===== config.mk =====
export PLATFORM = sky130hd
export DESIGN_NAME = ysyx_22050019_mul_ctrl
export DESIGN_NICKNAME = d
export VERILOG_FILES = /design/src/rtl/ysyx_22050019_mdu_pkg.sv /design/src/rtl/ysyx_22050019_mul_decode.sv /design/src/rtl/ysyx_22050019_mul_ctrl.sv
export SDC_FILE = /design/constraint.sdc
export NUM_CORES = 1
export LEC_CHECK = 0
export BUFFER_PORTS_ARGS = -buffer_cell sky130_fd_sc_hd__buf_2
export CORE_MARGIN = 1
export CORE_UTILIZATION = 30
export DETAILED_ROUTE_END_ITERATION = 7
export HOLD_SLACK_MARGIN = 0.08
export PLACE_DENSITY_LB_ADDON = 0.1
export REMOVE_ABC_BUFFERS = 1
export SYNTH_ARGS = -nofsm -noshare
export SYNTH_HDL_FRONTEND = slang
export SYNTH_SLANG_ARGS = --single-unit

===== constraint.sdc =====
create_clock -name clk -period 1.9 [get_ports clk]
set_clock_uncertainty 0.15 [all_clocks]
set_input_delay 0.095 -clock clk [delete_from_list [all_inputs] [get_ports clk]]
set_output_delay 0.095 -clock clk [all_outputs]
set_load 0.05 [all_outputs]

===== src/rtl/ysyx_22050019_mdu_pkg.sv =====
// Shared MDU definitions: multiplier one-hot op types, RV64M funct3 codes and
// the multiply controller state encoding.
package ysyx_22050019_mdu_pkg;

   // One-hot operation select presented to the Booth multiplier
   localparam logic [4:0] MultNone   = 5'b00000;
   localparam logic [4:0] MultMul    = 5'b00001;
   localparam logic [4:0] MultMulh   = 5'b00010;
   localparam logic [4:0] MultMulhsu = 5'b00100;
   localparam logic [4:0] MultMulhu  = 5'b01000;
   localparam logic [4:0] MultMulw   = 5'b10000;

   // RV64M multiply-class funct3 codes
   localparam logic [2:0] F3Mul    = 3'b000;
   localparam logic [2:0] F3Mulh   = 3'b001;
   localparam logic [2:0] F3Mulhsu = 3'b010;
   localparam logic [2:0] F3Mulhu  = 3'b011;

   // Width of the launch-to-result cycle counter
   localparam int unsigned CntW = 7;

   typedef enum logic [2:0] {
      StIdle   = 3'd0,
      StLaunch = 3'd1,
      StWait   = 3'd2,
      StDrain  = 3'd3,
      StDone   = 3'd4
   } mul_ctrl_state_e;

endpackage


===== src/rtl/ysyx_22050019_mul_decode.sv =====
// Combinational decode of funct3 / OP-32 form into the multiplier one-hot type.
// Unsupported combinations map to MultNone; the multiplier then returns 0.
module ysyx_22050019_mul_decode
   import ysyx_22050019_mdu_pkg::*;
(
   input  logic [2:0] i_funct3,
   input  logic       i_is_word,
   output logic [4:0] o_mult_type
);

   // Map funct3 and word form onto a single one-hot operation
   always_comb begin
      o_mult_type = MultNone;
      if (i_is_word) begin
         if (i_funct3 == F3Mul) o_mult_type = MultMulw;
      end else begin
         case (i_funct3)
            F3Mul:    o_mult_type = MultMul;
            F3Mulh:   o_mult_type = MultMulh;
            F3Mulhsu: o_mult_type = MultMulhsu;
            F3Mulhu:  o_mult_type = MultMulhu;
            default:  o_mult_type = MultNone;
         endcase
      end
   end

endmodule


===== src/rtl/ysyx_22050019_mul_ctrl.sv =====
// Sequencing controller between EX and the shared multi-cycle Booth multiplier.
// Captures operands, launches the multiplier, stalls the front end while it runs,
// holds the product for write-back and drains the multiplier on a flush.
module ysyx_22050019_mul_ctrl
   import ysyx_22050019_mdu_pkg::*;
#(
   parameter int unsigned XLEN  = 64,
   parameter int unsigned TAG_W = 5
) (
   input  logic              clk,
   input  logic              rst_n,
   input  logic              i_ex_valid,
   input  logic [2:0]        i_ex_funct3,
   input  logic              i_ex_is_word,
   input  logic [XLEN-1:0]   i_ex_src1,
   input  logic [XLEN-1:0]   i_ex_src2,
   input  logic [TAG_W-1:0]  i_ex_tag,
   input  logic              i_flush,
   input  logic              i_wb_ready,
   output logic              o_ctrl_stall,
   output logic              o_wb_valid,
   output logic [XLEN-1:0]   o_wb_data,
   output logic [TAG_W-1:0]  o_wb_tag,
   output logic [CntW-1:0]   o_mul_cycles,
   output logic              o_mult_valid,
   output logic [4:0]        o_mult_type,
   output logic [XLEN-1:0]   o_mult_a,
   output logic [XLEN-1:0]   o_mult_b,
   output logic              o_result_ready,
   input  logic [XLEN-1:0]   i_mult_out,
   input  logic              i_mult_busy,
   input  logic              i_result_ok
);

   mul_ctrl_state_e  r_state;
   logic             r_mult_valid;
   logic             r_wb_valid;
   logic [XLEN-1:0]  r_wb_data;
   logic [TAG_W-1:0] r_wb_tag;
   logic [TAG_W-1:0] r_tag;
   logic [4:0]       r_mult_type;
   logic [XLEN-1:0]  r_mult_a;
   logic [XLEN-1:0]  r_mult_b;
   logic [CntW-1:0]  r_cnt;
   logic [CntW-1:0]  r_mul_cycles;

   logic [4:0]       w_dec_type;
   logic             w_accept;
   logic [CntW-1:0]  w_cnt_inc;
   logic             w_stall;

   ysyx_22050019_mul_decode u_decode (
      .i_funct3    (i_ex_funct3),
      .i_is_word   (i_ex_is_word),
      .o_mult_type (w_dec_type)
   );

   // A busy multiplier blocks a new launch; the stall term below keeps EX frozen
   assign w_accept  = (r_state == StIdle) & i_ex_valid & ~i_flush & ~i_mult_busy;
   assign w_cnt_inc = (r_cnt == {CntW{1'b1}}) ? r_cnt : r_cnt + 1'b1;

   // Controller FSM with registered request, result and statistics outputs
   always_ff @(posedge clk) begin
      if (!rst_n) begin
         r_state      <= StIdle;
         r_mult_valid <= 1'b0;
         r_wb_valid   <= 1'b0;
         r_wb_data    <= '0;
         r_wb_tag     <= '0;
         r_tag        <= '0;
         r_mult_type  <= '0;
         r_mult_a     <= '0;
         r_mult_b     <= '0;
         r_cnt        <= '0;
         r_mul_cycles <= '0;
      end else begin
         case (r_state)
            StIdle: begin
               if (w_accept) begin
                  r_mult_type  <= w_dec_type;
                  r_mult_a     <= i_ex_src1;
                  r_mult_b     <= i_ex_src2;
                  r_tag        <= i_ex_tag;
                  r_mult_valid <= 1'b1;
                  r_state      <= StLaunch;
               end
            end
            StLaunch: begin
               r_mult_valid <= 1'b0;
               r_cnt        <= '0;
               r_state      <= i_flush ? StDrain : StWait;
            end
            StWait: begin
               r_cnt <= w_cnt_inc;
               if (i_result_ok) begin
                  if (i_flush) begin
                     r_state <= StIdle;
                  end else begin
                     r_wb_data    <= i_mult_out;
                     r_wb_tag     <= r_tag;
                     r_mul_cycles <= w_cnt_inc;
                     r_wb_valid   <= 1'b1;
                     r_state      <= StDone;
                  end
               end else if (i_flush) begin
                  r_state <= StDrain;
               end
            end
            StDrain: begin
               if (i_result_ok) r_state <= StIdle;
            end
            StDone: begin
               if (i_flush || i_wb_ready) begin
                  r_wb_valid <= 1'b0;
                  r_state    <= StIdle;
               end
            end
            default: begin
               r_mult_valid <= 1'b0;
               r_wb_valid   <= 1'b0;
               r_state      <= StIdle;
            end
         endcase
      end
   end

   // Front-end stall: hold EX while an op is accepted, in flight or unretired
   always_comb begin
      w_stall = 1'b0;
      case (r_state)
         StIdle:   w_stall = i_ex_valid & ~i_flush;
         StLaunch: w_stall = 1'b1;
         StWait:   w_stall = 1'b1;
         StDrain:  w_stall = i_ex_valid;
         StDone:   w_stall = ~i_wb_ready & ~i_flush;
         default:  w_stall = 1'b0;
      endcase
   end

   assign o_ctrl_stall   = w_stall;
   // A flush in DONE must suppress the write-back even if wb_ready is also high
   assign o_wb_valid     = r_wb_valid & ~i_flush;
   assign o_wb_data      = r_wb_data;
   assign o_wb_tag       = r_wb_tag;
   assign o_mul_cycles   = r_mul_cycles;
   assign o_mult_valid   = r_mult_valid;
   assign o_mult_type    = r_mult_type;
   assign o_mult_a       = r_mult_a;
   assign o_mult_b       = r_mult_b;
   assign o_result_ready = i_result_ok & ((r_state == StWait) | (r_state == StDrain));

endmodule


== After elaboration in Yosys (flattened, before gate mapping) ==
Cells that the tools add are included.
Operators by class
  multiplexer cells: 20
  bitwise gates (word level): 13
  reductions and logical operators: 12
  equal/unequal tests: 14
  add/subtract/negate cells: 1
Operator list (number)
  two-way mux 3 bit: 6
  one-hot mux 4 bit (4 select lines): 1
  one-hot mux 3 bit (5 select lines): 1
  one-hot mux 7 bit (2 select lines): 1
  equality test 3 x 2 -> 1 bit, second input constant: 4
  two-way mux 5 bit: 2
  inequality test 2 bit, second input constant: 5
  AND reduction 4 bit: 2
  adder 7 x 1 -> 7 bit, second input constant: 1
  bitwise AND 1 bit: 7
  equality test 7 bit, second input constant: 1
  two-way mux 7 bit: 1
  equality test 3 x 1 -> 1 bit, second input constant: 2
  logical NOT 3 bit: 2
  OR reduction 3 bit: 2
  two-way mux 1 bit: 5
  inverter 1 bit: 5
  one-hot mux 1 bit (4 select lines): 1
  AND reduction 2 bit: 2
  equality test 3 bit, second input constant: 1
  inequality test 3 bit, second input constant: 1
  one-hot mux 1 bit (3 select lines): 1
  AND reduction 3 bit: 1
  one-hot mux 1 bit (2 select lines): 1
  4 further kinds: 4
Storage, ports and cells
  output and inout port bits: 213
  flip-flop bits (word level): 226
  logic and storage cells: 71

== Longest topological paths before layout ==
  depth in word-level cells: 6
  depth in mapped cells: 7

== By module ==
From an unflattened synthesis, not the netlist that was laid out.
Second synthesis, totals
  cells, all modules: 1024
  area, all modules: 8020.2 sq um
By module, submodules not included
  ysyx_22050019_mul_ctrl: cells each 1019, area an instance 7975.1 sq um, times used 1, seq. area each 4524.3 sq um
  ysyx_22050019_mul_decode: cells each 5, area an instance 45.0 sq um, times used 1, seq. area each 0.0 sq um

== Least setup slack after synthesis ==
OpenSTA, ideal clock, no wires.
  kind: register to output
  from: register r_state[0]
  to: output o_ctrl_stall
  buffers on the path: 1
  stages on the path, launching flop included: 5
  required time: 1.655 ns
  slack: -0.219 ns
  data arrival time: 1.874 ns
  cells stage by stage: dfxtp_1 -> clkbuf_1 -> nor2_1 -> a2bb2oi_1 -> o21ai_0
Between the ends
  word-level cells in the longest chain between the ends: 3
RTL lines
  start: declaration: RTL line ysyx_22050019_mul_ctrl.sv:35  | mul_ctrl_state_e r_state;
  start signal: assignment: RTL line ysyx_22050019_mul_ctrl.sv:65  | r_state <= StIdle;
  start signal: assignment: RTL line ysyx_22050019_mul_ctrl.sv:85  | r_state <= StLaunch;
  start signal: assignment: RTL line ysyx_22050019_mul_ctrl.sv:91  | r_state <= i_flush ? StDrain : StWait;
  equality test 3 x 2 -> 1 bit or equality test 3 x 1 -> 1 bit (tied branches): RTL line ysyx_22050019_mul_ctrl.sv:130  | case (r_state)
  OR reduction 2 bit (no source line)
  one-hot mux 1 bit (4 select lines) *: RTL line ysyx_22050019_mul_ctrl.sv:130
  end: declaration: RTL line ysyx_22050019_mul_ctrl.sv:20  | output logic o_ctrl_stall,
Mark *: on every way between the ends. The rest lies on a longest branch, timed or not.

== Worst setup path after layout ==
  from: register r_state[0]
  to: register r_mult_b[62] (netlist: o_mult_b[62])
Between the ends
  word-level cells in the longest chain between the ends: 5
RTL lines
  logical NOT 3 bit *: RTL line ysyx_22050019_mul_ctrl.sv:59, ysyx_22050019_mul_ctrl.sv:77
  bitwise AND 1 bit (3 in a row): RTL line ysyx_22050019_mul_ctrl.sv:59  | assign w_accept = (r_state == StIdle) & i_ex_valid & ~i_flush & ~i_mult_busy;
  AND reduction 2 bit (no source line) *
  end signal: assignment: RTL line ysyx_22050019_mul_ctrl.sv:82  | r_mult_b <= i_ex_src2;
  end: declaration: RTL line ysyx_22050019_mul_ctrl.sv:43  | logic [XLEN-1:0] r_mult_b;
Marked as above.
A chain may end at the register's enable or synchronous reset.

==> flow_summary.yaml <==
synthesis:
  syn_area_um2: 8109
  synth.yosys.seq_area_share_pct: 55.79
  synth-seq-cells: 226
  yosysWarnings: 0
  synth-main-ff-cell: "dfxtp_1"
  async_reset_ff_share_pct: 0
  synth-edff-count: 0
  ys_types: 40
  syn_avg_cell_area_um2: 7.927
  syn_inst: 1023
floorplan:
  std_cell_rows: 59
  start_util_pct: 30.86
  pin_count: 421
  die_w_um: 166.4
  fp.dieH_um: 166.4
  dieArea_um2: 27690
  core_um2: 26280
global_route:
  grt_use_total_pct: 20.42
  grt_pass1_vias: 9010
  grt_max_degree: 64
  antenna_found_initial: 0
  overflow: 0
  grt_pass1_wl_mm: 46.55
power_and_ir_drop:
  power_density_nw_per_um2: 781.4
  leakage_nw: 6.531
  ir_drop_v: 0.0006397
setup_path:
  cp-start-kind: "flop"
  cpPeakStageDelay_ps: 370
  crit_chain: "or3_4 -> buf_6 -> nor4b_4 -> buf_6 -> buf_12 -> buf_16 -> nand2_1 -> a21oi_1"
  r2r-start: "r_state[0]"
  arrival_ps: 2280
  reg2reg_depth: 8
  worst_path_max_delay_cell: "or3_4"
  cp.required_ps: 2180
  worst-path-max-fanout: 8
  reg2reg_to: "o_mult_b[62]"
  cp_common_cell: "buf_6"
  end_kind: "flop"
  criticalPathCategory: "reg2reg"
  rrSetupSlack_ps: -100
detailed_routing:
  final_antenna_net_count: 0
  vias_per_cell: 4.618
  drt_wl_total_mm: 32.09
  drc: 28
  dr.pass1.iters: 6
  wl_per_cell_um: 15.79
  vias: 9389
  first_iter_violations: 438
timing:
  setup_viol: 139
  maxSlewViolCount: 0
  fin_crit_ps: 1999
  hold_viol_final: 0
  rsz0062_at_grt: "yes"
  max_freq_mhz: 500.3
  worst_hold_slack_ps: 117.7
  worstMarginPinSlew_ps: 344.6
  finalCritPeriodShare_pct: 105.2
  maxSlewHeadroom_pct: 76.66
  setup_ws_ps: -98.79
cells_and_area:
  fin_nets: 1889
  fillers: 2430
  n_antenna_cell: 0
  fin_area_um2: 14960
  syn_to_final_growth_pct: 84.54
  drive_gt1_share_pct: 39.75
clocking:
  clk_pin_slew_ps: 60
  cts_sinks: 226
  root_buffer: "clkbuf_16"
  clk-insertion-delay-late_ps: 520
  tritoncts: "built"
  cts_buffers: 26
  clockBufferDepth: 3
  htree_levels: 1
hold_path:
  hp-class: "in2reg"
  min_from: "i_mult_busy"
  hold_depth: 6
  hold_end: "o_mult_b[21]"
run:
  cap_violations: 0
outcome:
  failed_checks: "design-rule violations, negative setup slack"
  status: "complete, but fails checks"
place:
  io_buffers: 420
  dpl.hpwl_mm: 19.36
  gp_congestion: 0.7778
  postPlaceCellArea_um2: 10760
[metrics by stage]
stage / total power [mW] / util (%) / instances / setup TNS [ps] / setup slack [ps]
after floorplan: 5.745 / - / 947 / -805110 / -4982
after global placement: 6.277 / 40.94 / 1742 / -7182 / -99.40
after detailed placement: 6.282 / 40.94 / 1742 / -9628 / -138.7
after CTS: 11.66 / 52.88 / 2004 / -8427 / -127.7
after global routing: 12.13 / 56.94 / 2033 / -15250 / -146.0
final: 11.69 / 56.94 / 2033 / -4815 / -98.79
[worst max-delay path, delay by kind of cell (launching register included)]
kind                   cells  cell delay (ps)
flip-flops                 1              320
AND/OR/NAND/NOR            3              630
AO/OA/AOI/OAI              1              150
buffers and inverters      4              640
[worst max path at each step]
stage	from	endpoint	slack (ps)	depth (start not counted)
after global routing	r_state[0]	o_mult_a[0]	-150	8
after detailed placement	r_state[2]	o_mult_a[11]	-140	7
after global placement	r_state[2]	o_mult_b[35]	-100	7
after CTS	r_state[2]	o_mult_b[41]	-130	8
final	r_state[0]	o_mult_b[62]	-100	8
after floorplan	r_state[2]	o_mult_type[2]	-4980	4
[kinds of logic after synthesis]
logic type	Yosys count	synth area share [%]
AND/OR/NAND/NOR	465	22.88
AO/OA/AOI/OAI	250	15.91
flip-flops	226	55.79
buffers and inverters	79	5.030
XOR/XNOR	1	0.1080
multiplexers	1	0.1234
adder cells (fa/ha/maj)	1	0.1543
[cells in the mapped netlist (2+ instances only)]
| cell | n | area [um^2] |
|---|---|---|
| nand2_1 | 419 | 1573 |
| dfxtp_1 | 226 | 4524 |
| a21oi_1 | 221 | 1106 |
| clkbuf_1 | 47 | 176.4 |
| buf_2 | 17 | 85.08 |
| o21ai_0 | 14 | 70.07 |
| buf_6 | 12 | 135.1 |
| nor2_1 | 10 | 37.54 |
| nand3_1 | 9 | 45.04 |
| nand2b_1 | 4 | 25.02 |
| nor2b_1 | 4 | 25.02 |
| nor3_1 | 4 | 20.02 |
| a31oi_1 | 3 | 18.77 |
| a211oi_1 | 2 | 15.01 |
| a21o_1 | 2 | 15.01 |
| inv_1 | 2 | 7.510 |
| nand3b_1 | 2 | 15.01 |
| nand4b_1 | 2 | 17.52 |
| nor3b_1 | 2 | 15.01 |
[area by class of cell]
class	instances	area (um^2)	share of cell area [%]
Sequential cell	226	4531	30.28
Inverter	3	16.27	0.1087
Tap cell	335	419.2	2.801
Clock inverter	7	85.08	0.5686
Timing Repair Buffer	704	5464	36.51
Multi-Input combinational cell	719	3689	24.65
Clock buffer	39	760.7	5.084
[placed cells by master (no fill, tap or decap), types with 4 or more instances in the layout]
cell type      instances
nand2_1              357
nor2_1                 8
nand2b_1               4
clkinv_2               5
dfxtp_1              223
dlygate4sd3_1        208
buf_12                17
nand3_1                6
nand2_2               51
clkbuf_16             43
clkbuf_8               4
clkbuf_1               8
a21oi_1              164
buf_6                 11
o21ai_0                9
a21oi_2               57
nand2_4               11
buf_8                  6
buf_16                 6
buf_2                418
buf_4                 20
[layer usage]
layer  vias to the layer above  global-route usage, %  wire, um
met5                         -                      0         0
met4                         0                  5.797       946
met3                        61                  5.299      2171
met2                       336                  37.80     16250
met1                      4326                  22.88     12730
li1                       4666                      -         -
[repair_timing]
action                                  4_1_cts  5_1_grt
gates cloned                                  4       22
gates resized for setup                      19      167
hold buffers                                209        0
buffers inserted                              3        7
pin swaps                                     7       41
endpoints found under the setup margin      130      216
hold endpoints to repair                    224        0
[report_power, final]
group / switching (mW) / total [mW] / internal [mW]
sequential: 0.0616 / 4.92 / 4.86
combinational: 1.01 / 1.80 / 0.792
clock: 1.96 / 4.97 / 3.02
[state kept, by name, indices dropped and copies added, names as in the netlist]
name,cells
o_mul_cycles,7
o_mult_a,64
o_mult_b,64
o_mult_type,5
o_mult_valid,1
o_wb_data,64
o_wb_tag,5
r_cnt,7
r_state,3
r_tag,5
r_wb_valid,1
Power figures use the tool's default switching activity.
